===== config.mk =====
export PLATFORM = sky130hd
export DESIGN_NAME = fetch_multi_flat
export DESIGN_NICKNAME = d
export VERILOG_FILES = /design/src/rtl/fetch_multi_if.sv /design/src/rtl/fetch_multi.sv /design/src/flat_wrapper.sv
export SDC_FILE = /design/constraint.sdc
export NUM_CORES = 1
export LEC_CHECK = 0
export CAP_MARGIN = 25
export CELL_PAD_IN_SITES_DETAIL_PLACEMENT = 0
export CELL_PAD_IN_SITES_GLOBAL_PLACEMENT = 2
export CORE_UTILIZATION = 39
export CTS_CLUSTER_DIAMETER = 30
export DETAILED_ROUTE_END_ITERATION = 16
export PLACE_DENSITY = 0.9
export SLEW_MARGIN = 30
export SYNTH_ARGS = -nofsm -noshare
export SYNTH_HDL_FRONTEND = slang
export SYNTH_SLANG_ARGS = --single-unit

===== constraint.sdc =====
create_clock -name iCLOCK -period 13.8 [get_ports iCLOCK]
set_input_delay 2.76 -clock iCLOCK [delete_from_list [all_inputs] [get_ports iCLOCK]]
set_output_delay 2.76 -clock iCLOCK [all_outputs]
set_load 0.1 [all_outputs]

===== src/rtl/fetch_multi_if.sv =====
// Fetch-unit signal bundle: exception/restart control, memory-side request and
// response, and the decode-side group output. master = fetch unit, slave = its environment.
interface fetch_multi_if #(
  parameter int P_WIDTH = 2
);
  logic                   iEXCEPTION_EVENT;
  logic                   iEXCEPTION_ADDR_SET;
  logic [31:0]            iEXCEPTION_ADDR;
  logic                   iEXCEPTION_RESTART;
  logic                   iEXCEPTION_INST_DISCARD;
  logic                   iFETCH_STOP;
  logic [P_WIDTH-1:0]     iPREVIOUS_INST_VALID;
  logic [6*P_WIDTH-1:0]   iPREVIOUS_MMU_FLAGS;
  logic [32*P_WIDTH-1:0]  iPREVIOUS_INST;
  logic                   oPREVIOUS_LOCK;
  logic                   oPREVIOUS_FETCH_REQ;
  logic [31:0]            oPREVIOUS_FETCH_ADDR;
  logic                   iPREVIOUS_FETCH_LOCK;
  logic [P_WIDTH-1:0]     oNEXT_INST_VALID;
  logic [6*P_WIDTH-1:0]   oNEXT_MMU_FLAGS;
  logic [32*P_WIDTH-1:0]  oNEXT_INST;
  logic [31:0]            oNEXT_PC;
  logic                   iNEXT_LOCK;

  modport master (
    input  iEXCEPTION_EVENT, iEXCEPTION_ADDR_SET, iEXCEPTION_ADDR, iEXCEPTION_RESTART,
           iEXCEPTION_INST_DISCARD, iFETCH_STOP, iPREVIOUS_INST_VALID, iPREVIOUS_MMU_FLAGS,
           iPREVIOUS_INST, iPREVIOUS_FETCH_LOCK, iNEXT_LOCK,
    output oPREVIOUS_LOCK, oPREVIOUS_FETCH_REQ, oPREVIOUS_FETCH_ADDR,
           oNEXT_INST_VALID, oNEXT_MMU_FLAGS, oNEXT_INST, oNEXT_PC
  );

  modport slave (
    output iEXCEPTION_EVENT, iEXCEPTION_ADDR_SET, iEXCEPTION_ADDR, iEXCEPTION_RESTART,
           iEXCEPTION_INST_DISCARD, iFETCH_STOP, iPREVIOUS_INST_VALID, iPREVIOUS_MMU_FLAGS,
           iPREVIOUS_INST, iPREVIOUS_FETCH_LOCK, iNEXT_LOCK,
    input  oPREVIOUS_LOCK, oPREVIOUS_FETCH_REQ, oPREVIOUS_FETCH_ADDR,
           oNEXT_INST_VALID, oNEXT_MMU_FLAGS, oNEXT_INST, oNEXT_PC
  );
endinterface


===== src/rtl/fetch_multi.sv =====
// Multi-issue fetch unit: issues aligned group requests, tracks them in an
// address queue, and realigns returned groups toward decode after a misaligned restart.
module fetch_multi #(
  parameter int P_WIDTH         = 2,
  parameter int P_QUEUE_DEPTH   = 8,
  parameter int P_QUEUE_DEPTH_N = 3
) (
  input  logic          iCLOCK,
  input  logic          iRESET_SYNC,
  fetch_multi_if.master bus
);
  localparam int W  = P_WIDTH;
  localparam int G  = 4 * W;
  localparam int S  = (W > 1) ? $clog2(W) : 1;
  localparam int QN = P_QUEUE_DEPTH_N;

  typedef enum logic [1:0] {RESET_START, FETCH, WAIT_RESTART} state_t;

  state_t        state_reg, state_next;
  logic [31:0]   pc_reg, pc_next;
  logic [S-1:0]  pend_reg, pend_next;
  logic          issue;
  logic [31:0]   restart_pc;
  logic [S-1:0]  restart_off;

  logic [31:0]   q_addr_mem [P_QUEUE_DEPTH];
  logic [S-1:0]  q_off_mem  [P_QUEUE_DEPTH];
  logic [QN-1:0] wr_ptr_reg, rd_ptr_reg;
  logic [QN:0]   count_reg;
  logic          q_full, q_empty, do_pop;
  logic [31:0]   head_addr;
  logic [S-1:0]  head_off;

  logic [W-1:0]    valid_next, valid_reg;
  logic [6*W-1:0]  flags_next, flags_reg;
  logic [32*W-1:0] inst_next, inst_reg;
  logic [31:0]     npc_reg;

  assign restart_pc  = bus.iEXCEPTION_ADDR & ~32'(G - 1);
  assign restart_off = S'((bus.iEXCEPTION_ADDR >> 2) & 32'(W - 1));

  always_ff @(posedge iCLOCK) begin
    if (iRESET_SYNC) begin
      state_reg <= RESET_START;
      pc_reg    <= '0;
      pend_reg  <= '0;
    end else begin
      state_reg <= state_next;
      pc_reg    <= pc_next;
      pend_reg  <= pend_next;
    end
  end

  always_comb begin
    state_next = state_reg;
    pc_next    = pc_reg;
    pend_next  = pend_reg;
    issue      = 1'b0;
    case (state_reg)
      RESET_START: begin
        state_next = FETCH;
        pc_next    = '0;
        pend_next  = '0;
      end
      FETCH: begin
        issue = !bus.iEXCEPTION_EVENT && !q_full && !bus.iPREVIOUS_FETCH_LOCK &&
                !bus.iFETCH_STOP && !iRESET_SYNC;
        if (issue) begin
          pc_next   = pc_reg + 32'(G);
          pend_next = '0;
        end
      end
      WAIT_RESTART: begin
        if (bus.iEXCEPTION_ADDR_SET && bus.iEXCEPTION_RESTART && !bus.iEXCEPTION_EVENT) begin
          pc_next    = restart_pc;
          pend_next  = restart_off;
          state_next = FETCH;
        end
      end
      default: state_next = RESET_START;
    endcase
    if (bus.iEXCEPTION_EVENT) state_next = WAIT_RESTART;
  end

  // Address queue: small register array so the head entry is readable in the same cycle as its response.
  assign q_full  = (count_reg == (QN+1)'(P_QUEUE_DEPTH));
  assign q_empty = (count_reg == '0);
  assign do_pop  = (|bus.iPREVIOUS_INST_VALID) && !q_empty;

  always_ff @(posedge iCLOCK) begin
    if (iRESET_SYNC || bus.iEXCEPTION_RESTART) begin
      wr_ptr_reg <= '0;
      rd_ptr_reg <= '0;
      count_reg  <= '0;
    end else begin
      if (issue)  wr_ptr_reg <= wr_ptr_reg + QN'(1);
      if (do_pop) rd_ptr_reg <= rd_ptr_reg + QN'(1);
      case ({issue, do_pop})
        2'b10:   count_reg <= count_reg + (QN+1)'(1);
        2'b01:   count_reg <= count_reg - (QN+1)'(1);
        default: count_reg <= count_reg;
      endcase
    end
  end

  always_ff @(posedge iCLOCK) begin
    if (issue) begin
      q_addr_mem[wr_ptr_reg] <= pc_reg;
      q_off_mem[wr_ptr_reg]  <= pend_reg;
    end
  end

  // An empty queue reads as offset 0 / address 0 so the output path stays deterministic.
  assign head_addr = q_empty ? '0 : q_addr_mem[rd_ptr_reg];
  assign head_off  = q_empty ? '0 : q_off_mem[rd_ptr_reg];

  genvar gi;
  generate
    for (gi = 0; gi < W; gi++) begin : g_slot
      logic [31:0] slot_inst;
      logic [5:0]  slot_flags;
      logic        slot_valid;
      int          src;
      always_comb begin
        src        = gi + int'(head_off);
        slot_inst  = '0;
        slot_flags = '0;
        slot_valid = 1'b0;
        if (src < W) begin
          slot_inst  = bus.iPREVIOUS_INST[src*32 +: 32];
          slot_flags = bus.iPREVIOUS_MMU_FLAGS[src*6 +: 6];
          slot_valid = bus.iPREVIOUS_INST_VALID[src] && !bus.iEXCEPTION_INST_DISCARD;
        end
      end
      assign inst_next[gi*32 +: 32] = slot_inst;
      assign flags_next[gi*6 +: 6]  = slot_flags;
      assign valid_next[gi]         = slot_valid;
    end
  endgenerate

  always_ff @(posedge iCLOCK) begin
    if (iRESET_SYNC || bus.iEXCEPTION_EVENT) begin
      valid_reg <= '0;
      flags_reg <= '0;
      inst_reg  <= '0;
      npc_reg   <= '0;
    end else if (!bus.iNEXT_LOCK) begin
      valid_reg <= valid_next;
      flags_reg <= flags_next;
      inst_reg  <= inst_next;
      npc_reg   <= head_addr + (32'(head_off) << 2);
    end
  end

  assign bus.oPREVIOUS_FETCH_REQ  = issue;
  assign bus.oPREVIOUS_FETCH_ADDR = pc_reg;
  assign bus.oPREVIOUS_LOCK       = bus.iEXCEPTION_INST_DISCARD ? 1'b0 : bus.iNEXT_LOCK;
  assign bus.oNEXT_INST_VALID     = valid_reg & {W{~bus.iNEXT_LOCK}};
  assign bus.oNEXT_MMU_FLAGS      = flags_reg;
  assign bus.oNEXT_INST           = inst_reg;
  assign bus.oNEXT_PC             = npc_reg;
endmodule

===== src/flat_wrapper.sv =====
// flat-port wrapper written by rule: the top's interface ports become plain ports
module fetch_multi_flat 
#(
  parameter int P_WIDTH         = 2,
  parameter int P_QUEUE_DEPTH   = 8,
  parameter int P_QUEUE_DEPTH_N = 3
)
  (iCLOCK, iRESET_SYNC, bus_iEXCEPTION_EVENT, bus_iEXCEPTION_ADDR_SET, bus_iEXCEPTION_ADDR, bus_iEXCEPTION_RESTART, bus_iEXCEPTION_INST_DISCARD, bus_iFETCH_STOP, bus_iPREVIOUS_INST_VALID, bus_iPREVIOUS_MMU_FLAGS, bus_iPREVIOUS_INST, bus_iPREVIOUS_FETCH_LOCK, bus_iNEXT_LOCK, bus_oPREVIOUS_LOCK, bus_oPREVIOUS_FETCH_REQ, bus_oPREVIOUS_FETCH_ADDR, bus_oNEXT_INST_VALID, bus_oNEXT_MMU_FLAGS, bus_oNEXT_INST, bus_oNEXT_PC);
  fetch_multi_if #(.P_WIDTH(P_WIDTH)) bus_i ();
  input  logic iCLOCK;
  input  logic iRESET_SYNC;
  input wire logic [$bits(bus_i.iEXCEPTION_EVENT)-1:0] bus_iEXCEPTION_EVENT;
  input wire logic [$bits(bus_i.iEXCEPTION_ADDR_SET)-1:0] bus_iEXCEPTION_ADDR_SET;
  input wire logic [$bits(bus_i.iEXCEPTION_ADDR)-1:0] bus_iEXCEPTION_ADDR;
  input wire logic [$bits(bus_i.iEXCEPTION_RESTART)-1:0] bus_iEXCEPTION_RESTART;
  input wire logic [$bits(bus_i.iEXCEPTION_INST_DISCARD)-1:0] bus_iEXCEPTION_INST_DISCARD;
  input wire logic [$bits(bus_i.iFETCH_STOP)-1:0] bus_iFETCH_STOP;
  input wire logic [$bits(bus_i.iPREVIOUS_INST_VALID)-1:0] bus_iPREVIOUS_INST_VALID;
  input wire logic [$bits(bus_i.iPREVIOUS_MMU_FLAGS)-1:0] bus_iPREVIOUS_MMU_FLAGS;
  input wire logic [$bits(bus_i.iPREVIOUS_INST)-1:0] bus_iPREVIOUS_INST;
  input wire logic [$bits(bus_i.iPREVIOUS_FETCH_LOCK)-1:0] bus_iPREVIOUS_FETCH_LOCK;
  input wire logic [$bits(bus_i.iNEXT_LOCK)-1:0] bus_iNEXT_LOCK;
  output wire logic [$bits(bus_i.oPREVIOUS_LOCK)-1:0] bus_oPREVIOUS_LOCK;
  output wire logic [$bits(bus_i.oPREVIOUS_FETCH_REQ)-1:0] bus_oPREVIOUS_FETCH_REQ;
  output wire logic [$bits(bus_i.oPREVIOUS_FETCH_ADDR)-1:0] bus_oPREVIOUS_FETCH_ADDR;
  output wire logic [$bits(bus_i.oNEXT_INST_VALID)-1:0] bus_oNEXT_INST_VALID;
  output wire logic [$bits(bus_i.oNEXT_MMU_FLAGS)-1:0] bus_oNEXT_MMU_FLAGS;
  output wire logic [$bits(bus_i.oNEXT_INST)-1:0] bus_oNEXT_INST;
  output wire logic [$bits(bus_i.oNEXT_PC)-1:0] bus_oNEXT_PC;
  assign bus_i.iEXCEPTION_EVENT = bus_iEXCEPTION_EVENT;
  assign bus_i.iEXCEPTION_ADDR_SET = bus_iEXCEPTION_ADDR_SET;
  assign bus_i.iEXCEPTION_ADDR = bus_iEXCEPTION_ADDR;
  assign bus_i.iEXCEPTION_RESTART = bus_iEXCEPTION_RESTART;
  assign bus_i.iEXCEPTION_INST_DISCARD = bus_iEXCEPTION_INST_DISCARD;
  assign bus_i.iFETCH_STOP = bus_iFETCH_STOP;
  assign bus_i.iPREVIOUS_INST_VALID = bus_iPREVIOUS_INST_VALID;
  assign bus_i.iPREVIOUS_MMU_FLAGS = bus_iPREVIOUS_MMU_FLAGS;
  assign bus_i.iPREVIOUS_INST = bus_iPREVIOUS_INST;
  assign bus_i.iPREVIOUS_FETCH_LOCK = bus_iPREVIOUS_FETCH_LOCK;
  assign bus_i.iNEXT_LOCK = bus_iNEXT_LOCK;
  assign bus_oPREVIOUS_LOCK = bus_i.oPREVIOUS_LOCK;
  assign bus_oPREVIOUS_FETCH_REQ = bus_i.oPREVIOUS_FETCH_REQ;
  assign bus_oPREVIOUS_FETCH_ADDR = bus_i.oPREVIOUS_FETCH_ADDR;
  assign bus_oNEXT_INST_VALID = bus_i.oNEXT_INST_VALID;
  assign bus_oNEXT_MMU_FLAGS = bus_i.oNEXT_MMU_FLAGS;
  assign bus_oNEXT_INST = bus_i.oNEXT_INST;
  assign bus_oNEXT_PC = bus_i.oNEXT_PC;
  fetch_multi #(.P_WIDTH(P_WIDTH), .P_QUEUE_DEPTH(P_QUEUE_DEPTH), .P_QUEUE_DEPTH_N(P_QUEUE_DEPTH_N)) u_core (.iCLOCK(iCLOCK), .iRESET_SYNC(iRESET_SYNC), .bus(bus_i));
endmodule

; ---- Word level (Yosys, flattened, before mapping)
; Memory sizes are Yosys's and may differ from the RTL's. A register that Yosys moved wholly into a read port is not among the register bits.
; Index checks and enable logic that the tools add are counted.
; W data, S select, Z words.
[totals]
memories = 2
mem_bits_rw = 264
output_inout_bits = 144
reg_bits = 155
[mem_list]
columns = name, depth, word_bits, rd, rd_ports_with_merged_regs, wr, line_no
row1 = u_core.q_addr_mem, 8, 32, 1, 1, 1, fetch_multi.sv:26  ; logic [31:0] q_addr_mem [P_QUEUE_DEPTH];
row2 = u_core.q_off_mem, 8, 1, 1, 1, 1, fetch_multi.sv:27  ; logic [S-1:0] q_off_mem [P_QUEUE_DEPTH];
[op_classes]
order_cmp = 4
n_shift = 4
multipliers = 2
n_mux = 31
reduce_logical = 27
addsub = 7
n_bitwise = 3
n_eq_ne = 9
[op_table]
columns = cell, count
row1 = $mux W32, 5
row2 = $pmux W32 S3, 1
row3 = $lt A32 B3 Y1 const B, 2
row4 = $shiftx A12 B32 Y6, 2
row5 = $shiftx A64 B32 Y32, 1
row6 = $shiftx A64 B7 Y32, 1
row7 = $add A32 B3 Y32, 1
row8 = $add A32 B4 Y32 const B, 1
row9 = $mul A32 B3 Y31 const B, 1
row10 = $mux W1, 14
row11 = $mux W3, 4
row12 = $mux W6, 2
row13 = $logic_and A1 B1 Y1, 9
row14 = $pmux W4 S2, 1
row15 = $logic_not A1 Y1, 7
row16 = $add A3 B1 Y3 const B, 2
row17 = $pmux W2 S3, 1
row18 = $add A4 B1 Y4 const B, 1
row19 = $eq A2 B1 Y1 const B, 2
row20 = $eq A2 B2 Y1 const B, 2
row21 = $eq A4 B4 Y1 const B, 1
row22 = $logic_not A4 Y1, 1
row23 = $lt A1 B2 Y1 const B, 2
row24 = $mux W2, 2
row25 = 16 further kinds, 21

; ---- Longest topological paths before layout
; Gate-level depths: netlist (run 1).
[depth]
ltp_word = 9
ltp_mapped = 12
ltp_nobuf = 11

; ---- Worst setup path before layout (run 1)
; No wires, ideal clock.
[synth_timing]
path_type = input to register
startpoint = in bus_iEXCEPTION_EVENT
endpoint = mem u_core.q_addr_mem[1][10] (enable)
setup_time_ns = 0.455
slack_ns = 6.510
arrival_time_ns = 6.835
cell_stages = 6
cell_sequence = or4_4 -> or3_1 -> clkbuf_1 -> inv_1 -> nand2_1 -> nor3_1
[synth_via]
elab_chain_cells = 8
[synth_rtl]
columns = item, line_no
row1 = "start, declared", flat_wrapper.sv:12  ; input wire logic [$bits(bus_i.iEXCEPTION_EVENT)-1:0] bus_iEXCEPTION_EVENT;
row2 = $logic_not A1 Y1, fetch_multi.sv:66  ; issue = !bus.iEXCEPTION_EVENT && !q_full && !bus.iPREVIOUS_FETCH_LOCK &&
row3 = $logic_and A1 B1 Y1 (3 in a row), fetch_multi.sv:66
row4 = $logic_and A1 B1 Y1, fetch_multi.sv:67  ; !bus.iFETCH_STOP && !iRESET_SYNC;
row5 = $mux W1, fetch_multi.sv:59  ; case (state_reg)
row6 = named net bus_oPREVIOUS_FETCH_REQ, flat_wrapper.sv:24  ; output wire logic [$bits(bus_i.oPREVIOUS_FETCH_REQ)-1:0] bus_oPREVIOUS_FETCH_REQ;
row7 = $mux W1, fetch_multi.sv:107  ; if (issue) begin
row8 = $mux W1 (not written as such), fetch_multi.sv:108  ; q_addr_mem[wr_ptr_reg] <= pc_reg;
row9 = "end, declared", fetch_multi.sv:26
; The timed path passes the listed nets, and every way through them passes these cells.

; ---- Final worst setup path (run 1)
[layout_timing]
startpoint = in bus_iEXCEPTION_EVENT
endpoint = out bus_oPREVIOUS_FETCH_REQ
[layout_via]
elab_chain_cells = 6
[layout_rtl]
columns = item, line_no
row1 = $logic_not A1 Y1, fetch_multi.sv:66
row2 = $logic_and A1 B1 Y1 (3 in a row), fetch_multi.sv:66
row3 = $logic_and A1 B1 Y1, fetch_multi.sv:67
row4 = $mux W1, fetch_multi.sv:59
row5 = "end, declared", flat_wrapper.sv:24
; Every way passes these cells.

==> results of run 1 <==
layout make-up:
cell class,instances,area [um^2]
Timing Repair Buffer,277,2690
Clock buffer,103,2270
Multi-Input combinational cell,703,5090
Tap cell,525,657
Inverter,13,48.8
Sequential cell,393,10300
Clock inverter,51,576
Fill cell,3246,18100
critical path, cell delays in order:
cell and delay (ps):
clkdlybuf4s50_1 500, or4_4 610, or3_1 540, inv_1 210, buf_2 470
power by group through the flow:
stage | logic, mW | registers, mW | clock network [mW]
6_report | 0.198 | 1.26 | 1.98
5_1_grt | 0.207 | 1.26 | 2.08
4_1_cts | 0.198 | 1.26 | 2.01
3_5_place_dp | 0.197 | 1.28 | 0
3_3_place_gp | 0.196 | 1.28 | 0
2_1_floorplan | 0.0529 | 1.35 | 0
synthesized netlist by cell type (29+ instances only):
library cell and instances:
mux2_2 29, o21ai_0 50, nand3_1 61, nor2_1 54, a22oi_1 33, edfxtp_1 240, mux4_2 60, dfxtp_1 153
nand2_1 158, a31oi_1 41, clkbuf_1 66, a21oi_1 64
worst paths after layout:
kind | start | endpoint | slack, ps | cells past startpoint
setup / recovery | bus_iEXCEPTION_EVENT | bus_oPREVIOUS_FETCH_REQ | 5930 | 5
hold / removal | u_core.bus.oNEXT_INST[60]$_SDFFE_PP0N_ | u_core.bus.oNEXT_INST[60]$_SDFFE_PP0N_ | 450 | 2
setup reg to reg | u_core.state_reg[1]$_SDFFE_PP0P_ | u_core.count_reg[2]$_SDFFE_PP0P_ | 10240 | 11
hold reg to reg | u_core.bus.oNEXT_INST[60]$_SDFFE_PP0N_ | u_core.bus.oNEXT_INST[60]$_SDFFE_PP0N_ | 450 | 2
metrics by stage:
stage               hold WS, ps  total power [mW]
floorplan                   436              1.41
global route                472              3.55
global placement            448              1.48
CTS                         456              3.48
finish                      455              3.44
detailed placement          449              1.48
per-layer routing:
| metal | global-route usage | vias to the layer above |
|---|---|---|
| li1 | - | 5103 |
| met1 | 0.274 | 5516 |
| met2 | 0.353 | 447 |
| met3 | 0.0446 | 60 |
| met4 | 0.0663 | 0 |
| met5 | 0 | - |
cells by family (layout without fill, tap and decap cells):
logic type | after synthesis | in the layout | synth area share
DFF | 393 | 393 | 0.655
and+or+nand+nor | 345 | 345 | 0.100
AOI/OAI and AO/OA | 233 | 233 | 0.0914
buffers and inverters | 102 | 444 | 0.0259
muxes | 94 | 94 | 0.110
xor gates and xnor gates | 16 | 16 | 0.00894
adders and majority gates | 10 | 10 | 0.00798
other | 1 | 5 | 0.000239
==> out/summary.txt, run 1 <==
final std cells w/o fill: 2065
initial antenna violation count: 0
max reg flops: 232
first-pass GRT wire length: 66300 um
DR DRC count: 0
post-route setup TNS: 0 ps
Core Region: 0.0397 mm^2
Yosys reg bits: 393
clock group share of total power: 0.576
Nets: 1600
worst skew pair latency: 590 ps
Routed Wire Length: 43600 um
NetSw: 790 uW
CP Launch Type: input pin
Seq/Total Area, Yosys: 0.655
slew of the pin with the lowest slew margin: 1030 ps
Post-DP HPWL: 24900 um
Post-CTS Hold Fix Bufs: 0
wire length on met1: 18400 um
Setup-failing EPs final: 0
Post-CTS Resized: 0
setup bufs post-CTS: 0
largest register by flop count: u_core.q_addr_mem
Initial DRT Pass Iterations: 6
Via-to-Cell Ratio: 5.39
H-tree depth: 3
Netlist Area Pre-Place: 0.0157 mm^2
Placed Area: 0.0188 mm^2
Synth Flop Type: edfxtp_1
post-layout util: 0.544
Final Critical Period: 7870 ps
Met3 Wirelength: 3040 um
max cap viols: 0
CTS tree: done
initial DRC count: 798
# IOs: 263
share of the synthesized area in the top cell type: 0.460
commonest non-fill, non-tap cell in the layout: clkdlybuf4s50_1
total track usage: 0.211
Die Y-Extent: 202 um
Fin. Hold Viols: 0
Avg Inst Size Synth: 13.1 um^2
vias: 11100
CTS sink count: 393
ranking of synthesized cells by area: edfxtp_1, dfxtp_1, mux4_2, nand2_1, mux2_2
status: completed
ys async rst share: 0
internal power: 2.65 mW
Seq pwr share: 0.367
Post-synth EDFFs: 240
PwrDens: 159 mW/mm^2
crit path DAT: 5110 ps
cell taking the most area after synthesis: edfxtp_1
wire per inst: 21.1 um
slew margin rel.: 0.309
endpoint type of the worst setup path: output pin
n_diodes: 0
Max VDD drop: 0.0870 mV
vias in the first global route: 11200
most frequent cells in the layout: clkdlybuf4s50_1, edfxtp_1, nand2_1
Post-Synthesis Cells: 1194
Yosys cell types: 58
met2 WL: 21500 um
die footprint: 0.0410 mm^2
area grow syn2layout: 37.9%
Post-Route Skew: 33.6 ps
Worst-path clk slew: 40 ps
CP max FO: 8
switching share of power: 0.229
final setup margin: 5930 ps
placed insts: 1911
row count: 73
buffers added on ports: 255
largest net degree at the start of global routing: 79
Initial Util: 0.395
leakage: 7.40 nW
Congestion Overflow GR: 0
placement-stage worst setup slack: 5910 ps
DR top layer: met4
Req. time, crit path: 11040 ps
CTS Buffer Depth: 3
fin area: 0.0216 mm^2
RSZ-0062 raised after global routing: false
Die W: 202 um
max-slew violation count: 0
worst min path class: flip-flop to flip-flop
gp weighted congestion: 0.832
number of CTS-inserted buffers: 83
Gate power share: 0.057
Max Clk Rate: 0.127 GHz
Final period util: 0.570
layout cells sized above 1: 0.184
YS warnings: 0
Final ANT Viol Nets: 0
CP Class: input pin to output pin
CTS Root Cell: clkbuf_16
Power figures use the tool's default switching activity.
==> run 2: changes to the inputs <==
CORE_UTILIZATION = 36   (was 39)
PLACE_DENSITY = 0.84   (was 0.9)
clock period = 8.15 ns   (was 13.8 ns; I/O delays follow)
==> out/summary.txt, run 2 (synthesis results as in run 1) <==
status: completed
Via-to-Cell Ratio: 5.13
placed insts: 1970
Post-Route Skew: 40.2 ps
Seq pwr share: 0.369
CP max stage delay: 1150 ps
Post-CTS Hold Fix Bufs: 0
post-route setup TNS: 0 ps
most frequent cells in the layout: clkdlybuf4s50_1, edfxtp_1, nand2_1
Worst-path clk slew: 50 ps
worst hold margin: 459 ps
number of CTS-inserted buffers: 84
slew margin rel.: 0.312
vias: 10900
total track usage: 0.189
Post-DP HPWL: 24900 um
layout cells sized above 1: 0.192
# IOs: 263
CTS Buffer Depth: 3
Initial DRT Pass Iterations: 5
Core Region: 0.0430 mm^2
Final ANT Viol Nets: 0
PwrDens: 268 mW/mm^2
DR DRC count: 0
die footprint: 0.0444 mm^2
CTS tree: done
worst min path class: flip-flop to flip-flop
Max VDD drop: 0.151 mV
Congestion Overflow GR: 0
Req. time, crit path: 6520 ps
Routed Wire Length: 42000 um
CP max FO: 75
Initial Util: 0.365
Final Critical Period: 6060 ps
row count: 76
Fin. Hold Viols: 0
max cap viols: 0
largest net degree at the start of global routing: 79
Nets: 1601
CTS sink count: 393
Final period util: 0.743
Setup-failing EPs final: 0
worst skew pair latency: 610 ps
endpoint type of the worst setup path: output pin
Max Clk Rate: 0.165 GHz
H-tree depth: 3
setup bufs post-CTS: 0
Die Y-Extent: 211 um
Gate power share: 0.057
CP Launch Type: input pin
RSZ-0062 raised after global routing: false
wire per inst: 19.8 um
CTS Root Cell: clkbuf_16
crit path DAT: 4430 ps
switching share of power: 0.238
internal power: 4.42 mW
slew of the pin with the lowest slew margin: 1030 ps
buffers added on ports: 255
NetSw: 1.38 mW
Post-CTS Resized: 0
initial DRC count: 890
max-slew violation count: 0
crit-path cells: buf_2, buf_4, inv_2, nor2_1, clkdlybuf4s50_1
clock group share of total power: 0.574
gp weighted congestion: 0.777
largest register by flop count: u_core.q_addr_mem
area grow syn2layout: 38.2%
max reg flops: 232
final std cells w/o fill: 2126
Die W: 211 um
first-pass GRT wire length: 63800 um
vias in the first global route: 11000
initial antenna violation count: 1
CP Class: input pin to output pin
Worst path slowest cell: clkdlybuf4s50_1
n_diodes: 0
leakage: 7.40 nW
-- run 2: cell type report --
cell class                      instances  area, um^2
Fill cell                            3688       21300
Multi-Input combinational cell        703        5090
Inverter                               13        48.8
Clock buffer                           97        2250
Sequential cell                       393       10300
Tap cell                              585         732
Clock inverter                         58         587
Timing Repair Buffer                  277        2690
-- run 2: through the flow --
stage	util	power (mW)	setup WS, ps	cell area (um^2)
2_1_floorplan	-	2.38	1990	15700
3_3_place_gp	0.438	2.51	2100	18800
3_5_place_dp	0.438	2.51	2080	18800
4_1_cts	0.504	5.86	2090	21700
5_1_grt	0.504	5.97	1920	21700
6_report	0.504	5.80	2090	21700
-- run 2: path summary, 6_finish.rpt --
kind | start | to | slack, ps | depth (start not counted)
max reg2reg | u_core.state_reg[1]$_SDFFE_PP0P_ | u_core.count_reg[2]$_SDFFE_PP0P_ | 4540 | 11
min | u_core.bus.oNEXT_INST[34]$_SDFFE_PP0N_ | u_core.bus.oNEXT_INST[34]$_SDFFE_PP0N_ | 460 | 2
max | bus_iNEXT_LOCK | bus_oPREVIOUS_LOCK | 2090 | 5
min reg2reg | u_core.bus.oNEXT_INST[34]$_SDFFE_PP0N_ | u_core.bus.oNEXT_INST[34]$_SDFFE_PP0N_ | 460 | 2
-- run 2: routing by layer --
layer	GRT usage	vias to the layer above	wire, um
met5	0	-	13
met4	0.0685	2	805
met3	0.0552	70	3350
met2	0.305	392	20100
met1	0.241	5336	17800
li1	-	5110	-
-- run 2: power groups by stage --
stage          logic, mW  clock network, mW  registers [mW]
2_1_floorplan     0.0896                  0            2.29
3_3_place_gp       0.332                  0            2.17
3_5_place_dp       0.334                  0            2.17
4_1_cts            0.335               3.39            2.14
5_1_grt            0.350               3.48            2.14
6_report           0.333               3.33            2.14
-- run 2: worst max-delay path: cells and delay by family --
family | cells | cell delay [ps]
and+or+nand+nor | 1 | 220
buffers and inverters | 4 | 2490
==> run 3: changes to the inputs <==
clock period = 6.1 ns   (was 8.15 ns; I/O delays follow)
==> out/summary.txt, run 3 (synthesis results as in run 1) <==
reg2reg start: u_core.state_reg[1]$_SDFFE_PP0P_
vias in the first global route: 11100
crit path DAT: 3490 ps
max reg flops: 232
Hold Path End: u_core.bus.oNEXT_INST[58]$_SDFFE_PP0N_
Final Critical Period: 4710 ps
fin area: 0.0219 mm^2
Post-CTS Resized: 0
Initial DRT Pass Iterations: 5
Seq pwr share: 0.352
slew margin rel.: 0.316
final setup margin: 1390 ps
CP max FO: 29
clock group share of total power: 0.593
Max VDD drop: 0.238 mV
Via-to-Cell Ratio: 5.16
worst hold margin: 457 ps
buffers added on ports: 255
Gate power share: 0.055
# IOs: 263
slew of the pin with the lowest slew margin: 1020 ps
internal power: 6.27 mW
worst min path class: flip-flop to flip-flop
Post-Route Skew: 23.0 ps
failing checks: antenna rules
Max Clk Rate: 0.212 GHz
# fillers: 3640
area grow syn2layout: 39.8%
Congestion Overflow GR: 0
Final period util: 0.772
status: finished with violations
Setup-failing EPs final: 0
CTS Root Cell: clkbuf_16
most frequent cells in the layout: edfxtp_1, clkdlybuf4s50_1, nand2_1
switching share of power: 0.228
number of CTS-inserted buffers: 88
Nets: 1606
NetSw: 1.85 mW
HP Start: u_core.bus.oNEXT_INST[58]$_SDFFE_PP0N_
Post-DP HPWL: 25100 um
setup bufs post-CTS: 0
CP startpoint: iRESET_SYNC
Routed Wire Length: 42800 um
Worst R2R Setup Slack: 2920 ps
commonest non-fill, non-tap cell in the layout: edfxtp_1
largest register by flop count: u_core.q_addr_mem
Die Y-Extent: 211 um
total track usage: 0.193
Initial Util: 0.365
RSZ-0062 raised after global routing: false
die footprint: 0.0444 mm^2
Fin. Hold Viols: 0
CP Launch Type: input pin
Core Region: 0.0430 mm^2
gp weighted congestion: 0.778
Die W: 211 um
H-tree depth: 3
Placed Area: 0.0188 mm^2
post-route setup TNS: 0 ps
CTS tree: done
worst skew pair latency: 590 ps
placement-stage worst setup slack: 1380 ps
leakage: 7.52 nW
initial DRC count: 804
PwrDens: 370 mW/mm^2
endpoint type of the worst setup path: output pin
largest net degree at the start of global routing: 117
CP Class: input pin to output pin
WHS Path Cells: 2
Reg-to-Reg End: u_core.q_addr_mem[5][8]$_DFFE_PP_
Req. time, crit path: 4880 ps
layout cells sized above 1: 0.197
Final ANT Viol Nets: 1
Worst R2R Path Depth: 9
Post-CTS Hold Fix Bufs: 0
wire per inst: 20.0 um
CTS Buffer Depth: 3
vias: 11000
max cap viols: 0
first-pass GRT wire length: 65300 um
initial antenna violation count: 0
CTS sink count: 393
max-slew violation count: 0
row count: 76
Worst-path clk slew: 40 ps
DR DRC count: 0
==> run 3: cell types whose count changed in the layout (fill, tap and decap cells not counted), moves of 4 or more <==
cell             change
inv_6                -9
clkinv_4             -6
bufinv_16            +5
clkbuf_8             +5
clkdlybuf4s50_1      -5
diode_2              +5
buf_2                +4
clkbuf_16            +4
==> run 3: power by group through the flow <==
| stage | logic, mW | clock network [mW] | registers [mW] |
|---|---|---|---|
| floorplan | 0.120 | 0 | 3.06 |
| global placement | 0.444 | 0 | 2.90 |
| CTS | 0.446 | 4.89 | 2.86 |
| global route | 0.468 | 5.01 | 2.86 |
| finish | 0.444 | 4.81 | 2.86 |
| detailed placement | 0.444 | 0 | 2.90 |
==> run 3: final cells by class <==
type	count	area [um^2]	area share
sequential	393	10300	0.469
multi-input combinational	703	5090	0.232
timing repair buffer	278	2670	0.122
clock buffer	108	2430	0.111
tap	585	732	0.0334
clock inverter	54	652	0.0297
inverter	13	48.8	0.00223
antenna	5	12.5	0.000571
==> run 3: per-stage QoR <==
step,power (mW),utilization,std cells
final,8.11,0.510,2139
after global routing,8.34,0.510,2134
after CTS,8.19,0.510,2134
after floorplan,3.18,-,1198
after global placement,3.35,0.438,1970
after detailed placement,3.35,0.438,1972
==> run 3: per-layer routing <==
| metal | global-route usage | wire length (um) | share of wire | up-vias |
|---|---|---|---|---|
| li1 | - | - | - | 5138 |
| met1 | 0.245 | 18300 | 0.43 | 5390 |
| met2 | 0.311 | 20300 | 0.47 | 429 |
| met3 | 0.0529 | 3040 | 0.071 | 86 |
| met4 | 0.0780 | 1140 | 0.027 | 0 |
| met5 | 0 | 0 | 0 | - |
==> run 3: how the worst max path moves through the flow <==
stage | slack [ps] | cells past startpoint | end
after global placement | 1430 | 6 | bus_oPREVIOUS_FETCH_REQ
after detailed placement | 1380 | 6 | bus_oPREVIOUS_FETCH_REQ
after floorplan | 350 | 6 | u_core.q_addr_mem[1][10]$_DFFE_PP_
after global routing | 1320 | 6 | bus_oPREVIOUS_FETCH_REQ
final | 1390 | 6 | bus_oPREVIOUS_FETCH_REQ
after CTS | 1370 | 6 | bus_oPREVIOUS_FETCH_REQ
==> run 3: worst max-delay path, cell delays in order <==
cell and delay [ps]:
clkdlybuf4s50_1 400, buf_4 250, or4_4 500, or3_1 540
inv_1 230, buf_4 330
